===== src/rtl/s2_hazard_fwd_unit.sv =====
// Stage-2 operand forwarding selects and load-use stall for a 3-stage RV32I pipeline.
// Shadows the s2/s3 instructions and freezes the front end while load data is pending.
module s2_hazard_fwd_unit #(
  parameter int          LOAD_STALL_CYCLES = 1,
  parameter logic [31:0] NOP               = 32'h00000013
) (
  input  logic        clk,
  input  logic        rst,
  input  logic [31:0] instr_s1,
  input  logic        flush,
  output logic [1:0]  rs1_sel,
  output logic [1:0]  rs2_sel,
  output logic        stall,
  output logic [31:0] instr_s2,
  output logic [31:0] instr_s3
);

  localparam logic [6:0] OP_LUI    = 7'b0110111;
  localparam logic [6:0] OP_AUIPC  = 7'b0010111;
  localparam logic [6:0] OP_JAL    = 7'b1101111;
  localparam logic [6:0] OP_JALR   = 7'b1100111;
  localparam logic [6:0] OP_BRANCH = 7'b1100011;
  localparam logic [6:0] OP_LOAD   = 7'b0000011;
  localparam logic [6:0] OP_STORE  = 7'b0100011;
  localparam logic [6:0] OP_ARI_I  = 7'b0010011;
  localparam logic [6:0] OP_ARI_R  = 7'b0110011;
  localparam logic [6:0] OP_CSR    = 7'b1110011;

  localparam logic [1:0] SEL_ALU  = 2'b00;
  localparam logic [1:0] SEL_LOAD = 2'b01;
  localparam logic [1:0] SEL_RF   = 2'b10;

  localparam int CNT_W = $clog2(LOAD_STALL_CYCLES + 1) + 1;
  localparam logic [CNT_W-1:0] CNT_INIT =
    (LOAD_STALL_CYCLES > 0) ? CNT_W'(LOAD_STALL_CYCLES - 1) : '0;

  typedef enum logic [1:0] {
    IDLE = 2'd0,
    WAIT = 2'd1,
    GO   = 2'd2
  } state_t;

  state_t           state_q, state_d;
  logic [CNT_W-1:0] cnt_q, cnt_d;
  logic             flush_pend_q;
  logic [31:0]      instr_s2_q, instr_s3_q;

  function automatic logic writes_rd(input logic [6:0] opc, input logic [4:0] rd);
    logic op_ok;
    op_ok = (opc == OP_LUI)  || (opc == OP_AUIPC) || (opc == OP_JAL) ||
            (opc == OP_JALR) || (opc == OP_LOAD)  || (opc == OP_ARI_R) ||
            (opc == OP_ARI_I);
    return op_ok && (rd != 5'd0);
  endfunction

  function automatic logic reads_rs1(input logic [6:0] opc, input logic f3_hi);
    return (opc == OP_JALR)  || (opc == OP_BRANCH) || (opc == OP_LOAD) ||
           (opc == OP_STORE) || (opc == OP_ARI_R)  || (opc == OP_ARI_I) ||
           ((opc == OP_CSR) && !f3_hi);
  endfunction

  function automatic logic reads_rs2(input logic [6:0] opc);
    return (opc == OP_ARI_R) || (opc == OP_BRANCH) || (opc == OP_STORE);
  endfunction

  logic [6:0] s2_opc, s3_opc;
  logic [4:0] s2_rs1, s2_rs2, s3_rd;
  logic       s3_wr, s3_is_load, match_1, match_2, load_hazard;

  assign s2_opc     = instr_s2_q[6:0];
  assign s2_rs1     = instr_s2_q[19:15];
  assign s2_rs2     = instr_s2_q[24:20];
  assign s3_opc     = instr_s3_q[6:0];
  assign s3_rd      = instr_s3_q[11:7];
  assign s3_wr      = writes_rd(s3_opc, s3_rd);
  assign s3_is_load = (s3_opc == OP_LOAD);

  // rd==0 is excluded by writes_rd, so x0 can never produce a match.
  assign match_1 = reads_rs1(s2_opc, instr_s2_q[14]) && s3_wr && (s3_rd == s2_rs1);
  assign match_2 = reads_rs2(s2_opc) && s3_wr && (s3_rd == s2_rs2);

  assign load_hazard = (match_1 || match_2) && s3_is_load && (LOAD_STALL_CYCLES > 0);

  assign rs1_sel = match_1 ? (s3_is_load ? SEL_LOAD : SEL_ALU) : SEL_RF;
  assign rs2_sel = match_2 ? (s3_is_load ? SEL_LOAD : SEL_ALU) : SEL_RF;

  // GO releases the freeze while the hazard is still visible, so a pair stalls once.
  always_comb begin
    state_d = state_q;
    cnt_d   = cnt_q;
    stall   = 1'b0;
    unique case (state_q)
      IDLE: begin
        if (load_hazard) begin
          stall   = 1'b1;
          cnt_d   = CNT_INIT;
          state_d = (LOAD_STALL_CYCLES > 1) ? WAIT : GO;
        end
      end
      WAIT: begin
        stall = 1'b1;
        cnt_d = cnt_q - 1'b1;
        if (cnt_q == CNT_W'(1)) begin
          state_d = GO;
        end
      end
      GO: begin
        state_d = IDLE;
      end
      default: begin
        state_d = IDLE;
      end
    endcase
  end

  always_ff @(posedge clk) begin
    if (rst) begin
      state_q <= IDLE;
      cnt_q   <= '0;
    end else begin
      state_q <= state_d;
      cnt_q   <= cnt_d;
    end
  end

  // A flush seen while frozen is remembered and kills the s1 instruction on release.
  always_ff @(posedge clk) begin
    if (rst) begin
      instr_s2_q   <= NOP;
      instr_s3_q   <= NOP;
      flush_pend_q <= 1'b0;
    end else if (!stall) begin
      instr_s3_q   <= instr_s2_q;
      instr_s2_q   <= (flush || flush_pend_q) ? NOP : instr_s1;
      flush_pend_q <= 1'b0;
    end else if (flush) begin
      flush_pend_q <= 1'b1;
    end
  end

  assign instr_s2 = instr_s2_q;
  assign instr_s3 = instr_s3_q;

endmodule

===== config.mk =====
export PLATFORM = sky130hd
export DESIGN_NAME = s2_hazard_fwd_unit
export DESIGN_NICKNAME = d
export VERILOG_FILES = /design/src/rtl/s2_hazard_fwd_unit.sv
export SDC_FILE = /design/constraint.sdc
export NUM_CORES = 1
export LEC_CHECK = 0
export CORE_MARGIN = 1.5
export CORE_UTILIZATION = 48
export DETAILED_ROUTE_END_ITERATION = 8
export GPL_ROUTABILITY_DRIVEN = 0
export PLACE_DENSITY_LB_ADDON = 0.08
export SKIP_LAST_GASP = 1
export SYNTH_ARGS = -nofsm -noshare
export SYNTH_HDL_FRONTEND = slang
export SYNTH_SLANG_ARGS = --single-unit

===== constraint.sdc =====
create_clock -name clk -period 5.92 [get_ports clk]
set_input_delay 1.184 -clock clk [delete_from_list [all_inputs] [get_ports clk]]
set_output_delay 1.184 -clock clk [all_outputs]
set_load 0.01 [all_outputs]

==> results.cfg <==
[outcome]
outcome = finished, final reports clean

[sta]
setup_viol = 0
fin_setup_tns_ns = 0
slew_violations = 0
max-slew-margin-rel = 0.2057
period_needed_ns = 4.365
rsz0062_at_grt = no
max_freq_ghz = 0.2291
worst_slew_pin_slew_ns = 1.191
worst_clock_skew_ns = 0.006490
fin_crit_sh = 0.7373
layout_setup_ws_ns = 1.555
hold_viol = 0

[synthesis]
yosysSeqAreaShare = 0.4710
async_reset_ff_frac = 0
synth-seq-cells = 66
ys_warn_count = 0
synthCells = 314
syn_nets = 349
synth_ff_type = dfxtp_1
synth.distinct_cells = 40
syn-cell-area_sq_um = 2805
synth_area_per_cell_sq_um = 8.934
synth_edf_count = 0

[global_routing]
grt_pass1_vias = 2497
grt_pass1_wl_mm = 12.14
track_usage = 0.2472
overflow = 0
antenna_found_initial = 0
grt_max_degree = 65

[detailed_routing]
drc = 0
dr.pass1.iters = 5
wirelength_mm = 7.648
post_drt_wl_per_cell_um = 15.83
viasPerCell = 5.470
postRouteAntennaNets = 0
drtIter0Drc = 161
num_vias = 2642

[min_path]
hp-class = reg2reg

[finish]
fin_cells = 483
nFillCells = 466
areaGrowthSynthToFinish_pct = 42.37
antennaDiodeCount = 0
seqCellArea_sq_um = 1321
multi_input_area_sq_um = 1340
final_net_count = 441
drive_above_1_share = 0.09489

[place]
io_buffers = 103
dp_worst_setup_slack_ns = 1.929
dp_cells = 467
dpl.hpwl_mm = 4.838

[floorplan]
die_w_um = 79.45
die_y_um = 79.45
die-area_sq_um = 6312
start_util = 0.5033
ioPinCount = 104
fp-row-count = 27
core-area_sq_um = 5574

[cts]
htree_levels = 3
cts_hold_buf = 0
postCtsSetupRepairBufs = 0
postCtsResizedCells = 0
clkTransAtPathRegs_ns = 0.07
cts.sinks = 66
cts_tree = built
insertion_delay_ns = 0.32
clock_path_buffers = 2
cts_buffers = 9
cts-root-buf = clkbuf_8

[critical_path]
arrival_ns = 3.18
path_class = reg2out
crit_path_max_fanout = 39
critPathLaunchType = flip-flop
endpoint_kind = output pin
worstPathRequired_ns = 4.74
slowest_delay_ns = 0.81
path_cells = xnor2_1 -> nand3_1 -> o21bai_1 -> o21ai_4 -> nand2_1 -> inv_2 -> clkdlybuf4s50_1
cp_slowest_cell = o21ai_4

[pwr]
vdd_ir_drop_max_mv = 0.1520
leakage_nw = 1.477
power-per-cell-area_nw_per_um2 = 234.6

[run]
drv_cap = 0
[stage by stage]
| step | hold WS [ns] | area, sq um | power, mW | util |
|---|---|---|---|---|
| final | 0.4610 | 3994 | 0.9371 | 0.7165 |
| after global routing | 0.4756 | 3994 | 0.9761 | 0.7165 |
| after CTS | 0.4661 | 3994 | 0.9440 | 0.7165 |
| after detailed placement | 0.4578 | 3822 | 0.6185 | 0.6857 |
| after global placement | 0.4500 | 3822 | 0.6166 | 0.6857 |
| after floorplan | 0.4691 | 2805 | 0.5488 | - |
[cell families after synthesis]
family | Yosys count | synth area share
AND/OR/NAND/NOR | 122 | 0.2418
AO/OA/AOI/OAI | 71 | 0.1454
flip-flops | 66 | 0.4710
buffers and inverters | 30 | 0.05709
multiplexers | 15 | 0.05352
XOR/XNOR | 10 | 0.03122
[synthesized netlist by cell type, types with 4 or more instances]
| cell type | number | area share |
|---|---|---|
| a21oi_1 | 26 | 0.046 |
| buf_2 | 8 | 0.014 |
| clkbuf_1 | 12 | 0.016 |
| dfxtp_1 | 66 | 0.47 |
| mux2i_1 | 15 | 0.054 |
| nand2_1 | 33 | 0.044 |
| nand2b_1 | 16 | 0.036 |
| nand3_1 | 27 | 0.048 |
| nand4b_1 | 13 | 0.041 |
| nor2_1 | 7 | 0.0094 |
| nor3_1 | 4 | 0.0071 |
| o21ai_0 | 17 | 0.030 |
| o21ai_1 | 13 | 0.023 |
| o21ai_2 | 9 | 0.028 |
| xnor2_1 | 6 | 0.019 |
| xor2_1 | 4 | 0.012 |
[worst max-delay path: cells and delay by family (launching register included)]
kind | cells | cell delay [ns]
AOI/OAI and AO/OA | 2 | 1.04
xor gates and xnor gates | 1 | 0.14
buffers and inverters | 2 | 0.92
DFF | 1 | 0.44
and+or+nand+nor | 2 | 0.32
[metal layers]
metal / vias to the layer above / GRT usage / share of wire
li1: 1286 / - / -
met1: 1261 / 0.3178 / 0.45
met2: 89 / 0.4042 / 0.48
met3: 6 / 0.05943 / 0.061
met4: 0 / 0.08596 / 0.0078
met5: - / 0 / 0
[sequential cells by signal (all words and copies together), names as in the netlist]
register,flops
state_q,1
flush_pend_q,1
instr_s3,32
instr_s2,32
[path summary, 6_finish.rpt]
kind,start,to,slack [ns],cells after the start
max,instr_s3[10],stall,1.56,7
min,instr_s3[18],instr_s3[18],0.46,2
max reg2reg,instr_s3[8],instr_s3[18],3.19,6
min reg2reg,instr_s3[18],instr_s3[18],0.46,2
[power breakdown]
| part | switching, mW | leakage (nW) | total, mW | internal, mW |
|---|---|---|---|---|
| registers | 0.0141 | 0.540 | 0.473 | 0.459 |
| logic | 0.0690 | 0.852 | 0.136 | 0.0673 |
| clock network | 0.167 | 0.0851 | 0.328 | 0.161 |
| total | 0.250 | 1.48 | 0.937 | 0.687 |
[layout by cell type, fill, tap and decap left out, types with 4 or more instances in the layout]
cell type and count:
nand4b_1 13, nand3_1 27, clkbuf_8 10, nand2_1 33, nor2_1 7, xor2_1 4, o21ai_0 17, nand2b_1 16
buf_4 4, dfxtp_1 66, a21oi_1 26, o21ai_2 9, o21ai_1 12, clkdlybuf4s50_1 102, mux2i_1 15, xnor2_1 6
[cell type report]
| type | instances | share of cell area |
|---|---|---|
| inverter | 4 | 0.003759 |
| clock buffer | 11 | 0.03540 |
| clock inverter | 5 | 0.007519 |
| tap | 72 | 0.02256 |
| multi-input combinational | 218 | 0.3355 |
| sequential | 66 | 0.3308 |
| timing repair buffer | 107 | 0.2644 |
(Power assumes the default switching activity.)
